<file path="src/rtl/calc_pkg.sv">
// Shared calculator definitions: operation codes, key codes, fixed-point scale and FSM states.
// The calculator core and the key-entry front end both import this package.
package calc_pkg;

   localparam int MAX_INT_DIGITS_DEF = 12;
   localparam int FRAC_DIGITS_DEF    = 6;

   localparam logic [63:0] SCALE = 64'd1_000_000;

   localparam logic [2:0] OP_ADD = 3'd0;
   localparam logic [2:0] OP_SUB = 3'd1;
   localparam logic [2:0] OP_MUL = 3'd2;
   localparam logic [2:0] OP_DIV = 3'd3;
   localparam logic [2:0] OP_CLR = 3'd5;

   localparam logic [4:0] KEY_POINT = 5'd10;
   localparam logic [4:0] KEY_ADD   = 5'd11;
   localparam logic [4:0] KEY_SUB   = 5'd12;
   localparam logic [4:0] KEY_MUL   = 5'd13;
   localparam logic [4:0] KEY_DIV   = 5'd14;
   localparam logic [4:0] KEY_EQ    = 5'd15;
   localparam logic [4:0] KEY_CLR   = 5'd16;

   localparam logic [63:0] POW10 [0:6] = '{
      64'd1, 64'd10, 64'd100, 64'd1_000, 64'd10_000, 64'd100_000, 64'd1_000_000
   };

   typedef enum logic [2:0] {
      ST_IDLE,
      ST_EMIT,
      ST_GAP,
      ST_EMIT2,
      ST_GAP2
   } state_e;

   function automatic logic [2:0] key_to_op(input logic [4:0] key);
      logic [2:0] op;
      case (key)
         KEY_SUB: op = OP_SUB;
         KEY_MUL: op = OP_MUL;
         KEY_DIV: op = OP_DIV;
         default: op = OP_ADD;
      endcase
      return op;
   endfunction

endpackage

</file>
<file path="src/rtl/digit_accum.sv">
// Decimal entry accumulator: builds an unsigned x1e6 fixed-point value from digit and
// point strobes, dropping digits beyond the integer/fraction limits.
module digit_accum
   import calc_pkg::*;
#(
   parameter int MAX_INT_DIGITS = MAX_INT_DIGITS_DEF,
   parameter int FRAC_DIGITS    = FRAC_DIGITS_DEF
) (
   input  logic        clk_i,
   input  logic        rst_ni,
   input  logic        digit_en_i,
   input  logic [3:0]  digit_i,
   input  logic        point_en_i,
   input  logic        clear_i,
   output logic [63:0] value_o,
   output logic        active_o
);

   localparam logic [3:0] INT_LIM  = 4'(MAX_INT_DIGITS);
   localparam logic [2:0] FRAC_LIM = 3'(FRAC_DIGITS);

   logic [63:0] value_q;
   logic        point_q;
   logic        active_q;
   logic [3:0]  int_cnt_q;
   logic [2:0]  frac_cnt_q;
   logic [2:0]  frac_idx;
   logic [63:0] digit_ext;

   // k-th fraction digit (k = frac_cnt_q + 1) weighs 10^(FRAC_DIGITS - k)
   assign frac_idx  = FRAC_LIM - 3'd1 - frac_cnt_q;
   assign digit_ext = {60'd0, digit_i};

   always_ff @(posedge clk_i) begin
      if (!rst_ni || clear_i) begin
         value_q    <= 64'd0;
         point_q    <= 1'b0;
         active_q   <= 1'b0;
         int_cnt_q  <= 4'd0;
         frac_cnt_q <= 3'd0;
      end else if (digit_en_i) begin
         active_q <= 1'b1;
         if (!point_q) begin
            if (int_cnt_q < INT_LIM) begin
               value_q   <= value_q * 64'd10 + digit_ext * SCALE;
               int_cnt_q <= int_cnt_q + 4'd1;
            end
         end else if (frac_cnt_q < FRAC_LIM) begin
            value_q    <= value_q + digit_ext * POW10[frac_idx];
            frac_cnt_q <= frac_cnt_q + 3'd1;
         end
      end else if (point_en_i) begin
         active_q <= 1'b1;
         point_q  <= 1'b1;
      end
   end

   assign value_o  = value_q;
   assign active_o = active_q;

endmodule

</file>
<file path="src/rtl/key_entry.sv">
// Calculator key-entry front end: turns key presses into paced (inputval, op, en)
// transactions, tracking the pending operator, post-'=' state and divide-by-zero error.
module key_entry
   import calc_pkg::*;
#(
   parameter int MAX_INT_DIGITS = MAX_INT_DIGITS_DEF,
   parameter int FRAC_DIGITS    = FRAC_DIGITS_DEF
) (
   input  logic        clk,
   input  logic        reset,
   input  logic        key_valid,
   input  logic [4:0]  key_code,
   output logic        key_ready,
   output logic [63:0] inputval,
   output logic [2:0]  op,
   output logic        en,
   output logic [63:0] entry_val,
   output logic        entry_active,
   output logic        err
);

   state_e      state_q;
   logic        key_ready_q;
   logic        en_q;
   logic [63:0] inputval_q;
   logic [2:0]  op_q;
   logic [2:0]  pending_q;
   logic        after_eq_q;
   logic        err_q;
   logic        two_q;
   logic [63:0] second_val_q;

   logic accept, live;
   logic is_digit, is_point, is_oper, is_eq, is_clr;
   logic commit, div_trap, clear_entry;

   assign accept   = key_valid & key_ready_q;
   assign live     = accept & ~err_q;
   assign is_digit = (key_code <= 5'd9);
   assign is_point = (key_code == KEY_POINT);
   assign is_oper  = (key_code >= KEY_ADD) && (key_code <= KEY_DIV);
   assign is_eq    = (key_code == KEY_EQ);
   assign is_clr   = (key_code == KEY_CLR);

   assign commit      = live & (is_oper | is_eq) & entry_active;
   assign div_trap    = commit & (pending_q == OP_DIV) & (entry_val == 64'd0);
   assign clear_entry = (accept & is_clr) | commit;

   digit_accum #(
      .MAX_INT_DIGITS(MAX_INT_DIGITS),
      .FRAC_DIGITS   (FRAC_DIGITS)
   ) u_digit_accum (
      .clk_i     (clk),
      .rst_ni    (reset),
      .digit_en_i(live & is_digit),
      .digit_i   (key_code[3:0]),
      .point_en_i(live & is_point),
      .clear_i   (clear_entry),
      .value_o   (entry_val),
      .active_o  (entry_active)
   );

   always_ff @(posedge clk) begin
      if (!reset) begin
         state_q      <= ST_IDLE;
         key_ready_q  <= 1'b1;
         en_q         <= 1'b0;
         inputval_q   <= 64'd0;
         op_q         <= OP_ADD;
         pending_q    <= OP_ADD;
         after_eq_q   <= 1'b0;
         err_q        <= 1'b0;
         two_q        <= 1'b0;
         second_val_q <= 64'd0;
      end else begin
         case (state_q)
            ST_IDLE: begin
               if (accept && is_clr) begin
                  inputval_q  <= 64'd0;
                  op_q        <= OP_CLR;
                  en_q        <= 1'b1;
                  key_ready_q <= 1'b0;
                  state_q     <= ST_EMIT;
                  two_q       <= 1'b0;
                  pending_q   <= OP_ADD;
                  after_eq_q  <= 1'b0;
                  err_q       <= 1'b0;
               end else if (live && (is_oper || is_eq)) begin
                  if (div_trap) begin
                     err_q <= 1'b1;
                  end else if (commit) begin
                     en_q        <= 1'b1;
                     key_ready_q <= 1'b0;
                     state_q     <= ST_EMIT;
                     // After '=' the accumulator holds a stale result: restart it first
                     if (after_eq_q) begin
                        inputval_q   <= 64'd0;
                        op_q         <= OP_CLR;
                        second_val_q <= entry_val;
                        two_q        <= 1'b1;
                     end else begin
                        inputval_q <= entry_val;
                        op_q       <= pending_q;
                        two_q      <= 1'b0;
                     end
                  end
                  if (is_oper) begin
                     pending_q  <= key_to_op(key_code);
                     after_eq_q <= 1'b0;
                  end else if (entry_active) begin
                     after_eq_q <= 1'b1;
                  end
               end
            end
            ST_EMIT: begin
               en_q    <= 1'b0;
               state_q <= ST_GAP;
            end
            ST_GAP: begin
               if (two_q) begin
                  inputval_q <= second_val_q;
                  op_q       <= OP_ADD;
                  en_q       <= 1'b1;
                  two_q      <= 1'b0;
                  state_q    <= ST_EMIT2;
               end else begin
                  key_ready_q <= 1'b1;
                  state_q     <= ST_IDLE;
               end
            end
            ST_EMIT2: begin
               en_q    <= 1'b0;
               state_q <= ST_GAP2;
            end
            ST_GAP2: begin
               key_ready_q <= 1'b1;
               state_q     <= ST_IDLE;
            end
            default: begin
               en_q        <= 1'b0;
               key_ready_q <= 1'b1;
               state_q     <= ST_IDLE;
            end
         endcase
      end
   end

   assign key_ready = key_ready_q;
   assign en        = en_q;
   assign inputval  = inputval_q;
   assign op        = op_q;
   assign err       = err_q;

endmodule

</file>
<file path="config.mk">
export PLATFORM = sky130hd
export DESIGN_NAME = key_entry
export DESIGN_NICKNAME = d
export VERILOG_FILES = /design/src/rtl/calc_pkg.sv /design/src/rtl/digit_accum.sv /design/src/rtl/key_entry.sv
export SDC_FILE = /design/constraint.sdc
export NUM_CORES = 1
export LEC_CHECK = 0
export BUFFER_PORTS_ARGS = -buffer_cell sky130_fd_sc_hd__buf_2
export CAP_MARGIN = 20
export CORE_MARGIN = 3
export CORE_UTILIZATION = 40
export CTS_BUF_LIST = sky130_fd_sc_hd__clkbuf_16
export CTS_CLUSTER_SIZE = 12
export DETAILED_ROUTE_END_ITERATION = 16
export GPL_TIMING_DRIVEN = 0
export REMOVE_ABC_BUFFERS = 1
export SLEW_MARGIN = 20
export SYNTH_ARGS = -nofsm -noshare
export SYNTH_HDL_FRONTEND = slang
export SYNTH_SLANG_ARGS = --single-unit
</file>
<file path="constraint.sdc">
create_clock -name clk -period 5.9 [get_ports clk]
set_input_delay 1.18 -clock clk [delete_from_list [all_inputs] [get_ports clk]]
set_output_delay 1.18 -clock clk [all_outputs]
set_load 0.005 [all_outputs]
</file>
After elaboration in Yosys (flattened, before gate mapping)

Memories as Yosys holds them, arrays and structs flattened.
Cells that the tools add are included.
W data, S select, Z words.

Reductions and logical operators: 29
Magnitude comparators: 6
Bitwise logic cells: 19
Mux-type cells: 56
Multiply operators: 3
Add/subtract/negate cells: 5
Equal/unequal tests: 17

Operators by type and width:

| operator                | number |
|---|---|
| $mux W64                | 11 |
| $add A64 B64 Y64        | 2 |
| $pmux W64 S2            | 1 |
| $logic_not A64 Y1       | 1 |
| $mul A4 B64 Y64         | 1 |
| $mul A64 B3 Y63 const B | 1 |
| $mux W3                 | 13 |
| $eq A5 B4 Y1 const B    | 5 |
| $mux W1                 | 24 |
| $reduce_and A3 Y1       | 7 |
| $mul A4 B14 Y18 const B | 1 |
| $reduce_and A5 Y1       | 3 |
| $pmux W3 S4             | 1 |
| $reduce_bool A2 Y1      | 6 |
| $le A5 B4 Y1 const B    | 2 |
| $and A1 B1 Y1           | 9 |
| $eq A3 B2 Y1 const B    | 3 |
| $ne A3 B3 Y1 const B    | 3 |
| $not A1 Y1              | 7 |
| $ne A2 B2 Y1 const B    | 3 |
| $pmux W1 S3             | 2 |
| $pmux W2 S3             | 1 |
| $pmux W3 S2             | 1 |
| $reduce_and A6 Y1       | 1 |
| other kinds (22)        | 26 |

Flip-flop bits (word level): 215
Memories kept: 1
Bits in read-only memories: 512

Memories:

| memory          | depth | bits a word | read ports | clocked after Yosys merged registers in | write ports | RTL line          | text |
|---|---|---|---|---|---|---|---|
| (no name shown) | 8     | 64          | 1          | 0                                       | 0           | digit_accum.sv:49 | `value_q <= value_q + digit_ext * POW10[frac_idx];` |

Logic depth before layout (Yosys ltp)

Gate-level depths: netlist of the first run.

Depth in word-level cells: 11
Gate-level depth with buffers: 25

Hierarchy

A second synthesis of the first run with hierarchy kept.

Cells, all modules: 2645
Area total of the unflattened synthesis: 20648.6 µm²

By module, submodules not included:

| module      | area each (µm²) | seq. area each (µm²) | times used | cells an instance |
|---|---|---|---|---|
| digit_accum | 13913.3         | 1461.4               | 1          | 1835 |
| key_entry   | 6735.2          | 2822.7               | 1          | 810 |

Worst setup path after synthesis of the first run

Ideal clock, no wire load.

Kind: input -> register
Start: input port key_code[3]
End: register u_digit_accum.value_q[21], in the netlist u_digit_accum.value_o[21]
Data arrival time: 5.809 ns
Setup time: 0.137 ns
Stages on the path: 19
Setup slack: -0.046 ns
Required time: 5.763 ns
Cells stage by stage: clkbuf_1 -> nand3_1 -> fa_1 -> fa_1 -> fa_1 -> inv_1 -> ha_1 -> a21o_1 -> a21o_1 -> a21oi_1 -> o31ai_1 -> a21o_1 -> a21o_1 -> a21o_1 -> a2111oi_0 -> nor3_1 -> or3b_2 -> a21oi_1 -> a211oi_1

Longest elaborated chain between the ends: 7
Elaborated cells on any way between the ends: 21

RTL lines:

| element                                                 | RTL line          | text |
|---|---|---|
| start: declaration                                      | key_entry.sv:12   | `input logic [4:0] key_code,` |
| branches (longest 7 deep; another with $mul A4 B64 Y64) | --                |  |
| end signal: assignment                                  | digit_accum.sv:45 | `value_q <= value_q * 64'd10 + digit_ext * SCALE;` |
| end signal: assignment                                  | digit_accum.sv:49 |  |
| end: declaration                                        | digit_accum.sv:22 | `logic [63:0] value_q;` |

Parallel ways; which one is timed is not known. The select of a mux whose other input is x is not followed.
A chain may end at the register's enable or synchronous reset.

Worst setup path in the final report of the first run

Start: input port key_code[2]
End: register u_digit_accum.value_q[53], in the netlist u_digit_accum.value_o[53]

Same word-level chain as after synthesis.

==> results.sh, run 1 <==
export IMPL_netlist_instances=2595
export IMPL_antenna_found_initial=1
export IMPL_rr_startpoint="u_digit_accum.value_o[15]"
export IMPL_drive_gt1_frac=0.128
export IMPL_cp_max_fo=18
export IMPL_wirelength_um=69400
export IMPL_final_hold_violation_count=0
export IMPL_port_buffers=142
export IMPL_p_total_mw=4.56
export IMPL_start_util=0.406
export IMPL_fillers=4939
export IMPL_period_minus_slack_ns=5.76
export IMPL_seq_area_frac_synth=0.215
export IMPL_hold_path_class="reg2reg"
export IMPL_yosysWarnings=0
export IMPL_tightest_slew_ns=1.19
export IMPL_hold_path_depth=2
export IMPL_clock_fmax_mhz=174
export IMPL_worstPathArrival_ns=6.18
export IMPL_syn_area_per_cell_um2=7.68
export IMPL_ant_nets=0
export IMPL_ys_types=85
export IMPL_drt_wirelength_per_cell_um=20.8
export IMPL_fin_crit_sh=0.976
export IMPL_clkTransAtPathRegs_ns=0.06
export IMPL_power_frac_comb=0.300
export IMPL_synth_edf_count=0
export IMPL_drt_pass1_iter_count=5
export IMPL_grt_pass1_vias=18800
export IMPL_mostFrequentLayoutCell="nand2_1"
export IMPL_final_util=0.466
export IMPL_die_x_um=229
export IMPL_die_area_um2=52500
export IMPL_gp_congestion=0.937
export IMPL_cp_startpoint="key_code[2]"
export IMPL_p_leak_nw=10.4
export IMPL_pin_count=143
export IMPL_setup_viol=0
export IMPL_hpwl_um=51600
export IMPL_finClkSkew_ns=0.0134
export IMPL_fin_cells=3331
export IMPL_peakVddDrop_uv=271
export IMPL_crit_type="in2reg"
export IMPL_rows=81
export IMPL_grt_pass1_wl_um=107000
export IMPL_clkPwrFrac=0.340
export IMPL_worst_ep_required_time_ns=6.32
export IMPL_drt_iter0_drc=1814
export IMPL_cts_tree="built"
export IMPL_reg2regPathDepth=17
export IMPL_diodes=0
export IMPL_synth_flop_cell="dfxtp_1"
export IMPL_cp_end_kind="flip-flop"
export IMPL_dp_cells=3260
export IMPL_grt_util_all_layers=0.254
export IMPL_h_tree_depth=1
export IMPL_core_um2=49100
export IMPL_status="completed"
export IMPL_finalNetCount=2924
export IMPL_via_per_inst=5.97
export IMPL_numClockSinks=214
export IMPL_cts_root_buf="clkbuf_16"
export IMPL_p_int_mw=2.98
export IMPL_die_y_um=229
export IMPL_hold_path_startpoint="second_val_q[33]"
export IMPL_ys_ff_latch=214
export IMPL_syn_area_um2=19900
export IMPL_p_sw_frac=0.347
export IMPL_final_cell_mix="nand2_1, dfxtp_1, ha_1"
export IMPL_synthArstFlopShare=0
export IMPL_cts_buffers=25
export IMPL_drc=0
export IMPL_p_seq_frac=0.360
export IMPL_overflow=0
export IMPL_clockBufferDepth=3
export IMPL_clk_latency_ns=0.56
export IMPL_power_density_nw_per_um2=200
export IMPL_switchingPower_mw=1.58
export IMPL_vias=19900
export IMPL_syn_to_final_growth_pct=14.6
export IMPL_maxSlewViolCount=0
export IMPL_worstSetupStartpointType="input port"
export IMPL_cap_violations=0
export IMPL_grt_max_degree=101
export IMPL_slew_headroom=0.202
==> cell usage after synthesis, drive strengths merged, types with 5 or more instances <==
cell type    n  area [um2]
nor3        59         295
a21oi      182         918
a21boi      72         541
nand3b      10        75.1
clkbuf     154         578
a22oi        8        60.1
o311ai      20         175
nor2       146         548
or4          5        41.3
mux2i       15         150
xor2        54         473
a21o        48         360
a31oi       18         113
o22ai       19         119
nor4        31         209
o21a        24         180
a211oi      42         315
xnor2       67         587
nand4       43         269
o211a       69         691
nand2b      23         144
or2          9        56.3
o21ai      114         571
dfxtp      214        4280
a311oi       5        67.6
inv        122         458
nand3      149         746
ha         206        2580
and2        33         209
nor2b       25         156
fa          57        1140
and3        29         181
o31ai       11        87.6
or3         21         131
o221ai       7        67.6
o21bai      10        75.1
nor4b        6        73.8
o211ai      19         143
nand2      378        1430
==> power groups by stage <==
stage	logic, mW	registers [mW]	clock network (mW)
floorplan	0.880	1.62	0
global placement	1.25	1.67	0
detailed placement	1.26	1.67	0
CTS	1.30	1.64	1.58
global route	1.52	1.65	1.63
finish	1.37	1.64	1.55
==> per-stage QoR <==
stage                     area (um2)  hold slack (ns)  setup TNS, ns  setup slack [ns]
after floorplan                19300            0.441         -90.89             -1.76
after global placement         20900            0.454        -581.70             -7.07
after detailed placement       21300            0.456         -55.35             -1.61
after CTS                      22400            0.464       -0.00465          -0.00465
after global routing           22800            0.480         -0.103           -0.0262
final                          22800            0.462              0             0.141
==> registers in the layout, summed over array words and instances (netlist names), 2 cells and up <==
register                  flops
inputval                     64
state_q                       3
u_digit_accum.value_o        64
u_digit_accum.frac_cnt_q      3
pending_q                     2
second_val_q                 64
op                            3
u_digit_accum.int_cnt_q       4
==> critical path, stage by stage <==
cell and delay, ns:
buf_12 0.14, clkinvlp_4 0.13, buf_12 0.14, nor3_4 0.24, fa_1 0.47, fa_1 0.53, inv_1 0.06, fa_1 0.50
inv_1 0.04, ha_2 0.33, a21oi_2 0.18, o21ai_0 0.13, a31oi_2 0.24, o21ai_0 0.14, a211oi_2 0.36, a211oi_2 0.16
a41o_2 0.36, and2_2 0.27, nand3_2 0.16, nor3_1 0.06, a21oi_1 0.23, o22ai_1 0.10
==> timing repair <==
item,CTS,global route
endpoints found under the setup margin,45,37
hold buffers,0,0
pin swaps,8,21
resized for setup,51,75
setup buffers,14,16
==> cells by family after synthesis <==
group | after synthesis | synth area share
AO/OA/AOI/OAI | 713 | 0.246
XOR/XNOR | 121 | 0.0532
adder cells (fa/ha/maj) | 263 | 0.187
buffers and inverters | 282 | 0.0532
flip-flops | 214 | 0.215
multiplexers | 18 | 0.00923
AND/OR/NAND/NOR | 984 | 0.237
==> cell type report <==
| cell class | count | area, um2 | share of cell area |
|---|---|---|---|
| repair buffers | 189 | 1350 | 0.0591 |
| clock buffers | 25 | 626 | 0.0274 |
| flip-flops and latches | 214 | 4310 | 0.189 |
| inverters | 124 | 483 | 0.0211 |
| clock inverters | 16 | 163 | 0.00712 |
| multi-input cells | 2099 | 15100 | 0.660 |
| well taps | 664 | 831 | 0.0364 |
==> final timing paths <==
check	endpoint	slack, ns
max	u_digit_accum.value_o[53]	0.14
min	second_val_q[33]	0.46
max reg2reg	u_digit_accum.value_o[61]	0.21
min reg2reg	second_val_q[33]	0.46
==> layer usage <==
| metal | part of all wire | up-vias | GRT usage |
|---|---|---|---|
| li1 | - | 9456 | - |
| met1 | 0.46 | 9537 | 0.354 |
| met2 | 0.44 | 748 | 0.398 |
| met3 | 0.072 | 136 | 0.0435 |
| met4 | 0.035 | 2 | 0.0851 |
| met5 | 0.00019 | - | 0 |
(Power assumes the default switching activity.)
==> run 2, diff against run 1 <==
Settings changed: REMOVE_ABC_BUFFERS 1 to unset.
==> run 2 against run 1 <==
  * Clock power fell by 9%
  * Critical endpoint is now u_digit_accum.value_o[63]
  * Final area up 0.16%
  * Die area unchanged
  * Global-route usage increased by 1.6 points
  * Largest cell class unchanged
  * Final cell count rose by 3.9%
==> results.sh, run 2 (synthesis gave the netlist of run 1 again) <==
export IMPL_status="completed"
export IMPL_numClockSinks=214
export IMPL_p_sw_frac=0.357
export IMPL_drc=0
export IMPL_peakVddDrop_uv=133
export IMPL_cp_max_fo=9
export IMPL_worstPathArrival_ns=6.13
export IMPL_maxSlewViolCount=0
export IMPL_die_x_um=229
export IMPL_p_seq_frac=0.370
export IMPL_cts_root_buf="clkbuf_16"
export IMPL_p_total_mw=4.44
export IMPL_final_hold_violation_count=0
export IMPL_die_area_um2=52500
export IMPL_tightest_slew_ns=0.918
export IMPL_worst_ep_required_time_ns=6.29
export IMPL_drt_iter0_drc=1615
export IMPL_slowest_delay_ns=0.55
export IMPL_hold_ws_ns=0.463
export IMPL_design_area_um2=22900
export IMPL_ant_nets=0
export IMPL_cts_buffers=23
export IMPL_mostFrequentLayoutCell="nand2_1"
export IMPL_fin_cells=3462
export IMPL_cp_end_kind="flip-flop"
export IMPL_crit_type="in2reg"
export IMPL_vias=20300
export IMPL_drt_wirelength_per_cell_um=21.4
export IMPL_clock_fmax_mhz=174
export IMPL_grt_util_all_layers=0.270
export IMPL_wirelength_um=74100
export IMPL_clkTransAtPathRegs_ns=0.06
export IMPL_overflow=0
export IMPL_crit_path_top_delay_cell="fa_2"
export IMPL_drive_gt1_frac=0.110
export IMPL_cap_violations=0
export IMPL_synthesis_nets=2866
export IMPL_period_minus_slack_ns=5.74
export IMPL_clkPwrFrac=0.317
export IMPL_finClkSkew_ns=0.0291
export IMPL_syn_to_final_growth_pct=14.8
export IMPL_gp_congestion=0.970
export IMPL_grt_pass1_vias=19300
export IMPL_p_int_mw=2.85
export IMPL_cts_hold_buf=0
export IMPL_clk_latency_ns=0.55
export IMPL_hpwl_um=59000
export IMPL_cts_tree="built"
export IMPL_place_area_um2=21500
export IMPL_core_um2=49100
export IMPL_drt_pass1_iter_count=6
export IMPL_port_buffers=141
export IMPL_crit_top_cell="inv_1"
export IMPL_pin_count=143
export IMPL_worstSetupStartpointType="input port"
export IMPL_via_per_inst=5.85
export IMPL_power_frac_comb=0.313
export IMPL_die_y_um=229
export IMPL_h_tree_depth=1
export IMPL_dp_cells=3400
export IMPL_antenna_found_initial=0
export IMPL_rows=81
export IMPL_power_density_nw_per_um2=194
export IMPL_setup_viol=0
export IMPL_clockBufferDepth=3
export IMPL_grt_max_degree=14
export IMPL_start_util=0.406
export IMPL_hold_path_class="reg2reg"
export IMPL_finalNetCount=3058
export IMPL_path_cells="buf_8 -> buf_8 -> clkinvlp_4 -> ha_4 -> inv_1 -> fa_2 -> inv_1 -> ha_1 -> a21o_1 -> a21oi_2 -> inv_1 -> a21oi_1 -> o21ai_0 -> xor2_1 -> ha_2 -> o21ai_0 -> a2111oi_2 -> o31ai_4 -> or3_4 -> nor4_4 -> buf_4 -> nand4_1 -> xnor2_2 -> o22ai_1"
export IMPL_grt_pass1_wl_um=113000
export IMPL_final_cell_mix="nand2_1, dfxtp_1, ha_1"
export IMPL_diodes=0
export IMPL_fin_crit_sh=0.974
export IMPL_p_leak_nw=10.3
export IMPL_switchingPower_mw=1.58
export IMPL_slew_headroom=0.388
run 2: timing repair:
action | CTS | global route
endpoints found under the setup margin | 51 | 37
buffers inserted | 9 | 20
cloned | 0 | 0
resized for setup | 58 | 75
pin swaps | 6 | 29
run 2: metrics by stage:
| step | setup slack [ns] | setup TNS, ns | utilization |
|---|---|---|---|
| 5_1_grt | -0.0542 | -0.226 | 0.466 |
| 6_report | 0.156 | 0 | 0.466 |
| 4_1_cts | 0.00492 | 0 | 0.458 |
| 2_1_floorplan | 0.0154 | 0 | - |
| 3_5_place_dp | -1.74 | -59.69 | 0.438 |
| 3_3_place_gp | -1.58 | -53.77 | 0.438 |
run 2: final cells by class:
class | instances | area, um2
Buffer | 155 | 629
Clock buffer | 23 | 576
Clock inverter | 13 | 121
Fill cell | 5002 | 26200
Inverter | 124 | 480
Multi-Input combinational cell | 2099 | 15000
Sequential cell | 214 | 4310
Tap cell | 664 | 831
Timing Repair Buffer | 170 | 942
run 2: final timing paths:
check | cells after the start | start | slack [ns] | endpoint
worst min-delay path | 2 | second_val_q[11] | 0.46 | second_val_q[11]
worst min register to register | 2 | second_val_q[11] | 0.46 | second_val_q[11]
worst max-delay path | 24 | key_code[2] | 0.16 | u_digit_accum.value_o[63]
worst max register to register | 23 | u_digit_accum.frac_cnt_q[1] | 0.19 | u_digit_accum.value_o[39]
run 2: worst max-delay path: cells and delay by family:
family	cells	cell delay, ns
AND/OR/NAND/NOR	3	0.85
AO/OA/AOI/OAI	8	1.40
adder cells (fa/ha/maj)	4	1.48
XOR/XNOR	2	0.40
buffers and inverters	7	0.78
run 2: per-layer routing:
layer / routed length (um) / share of wire / global-route usage / up-vias
met1: 33700 / 0.46 / 0.376 / 9672
met3: 5050 / 0.068 / 0.0333 / 115
met2: 33300 / 0.45 / 0.441 / 751
met5: 0 / 0 / 0 / -
met4: 2030 / 0.027 / 0.0737 / 0
li1: - / - / - / 9732
run 2: power by group through the flow:
stage,Clock (mW),Combinational [mW],Sequential [mW]
final,1.41,1.39,1.64
after global routing,1.48,1.53,1.65
after CTS,1.42,1.32,1.64
after detailed placement,0,1.29,1.67
after global placement,0,1.27,1.67
after floorplan,0,0.901,1.62
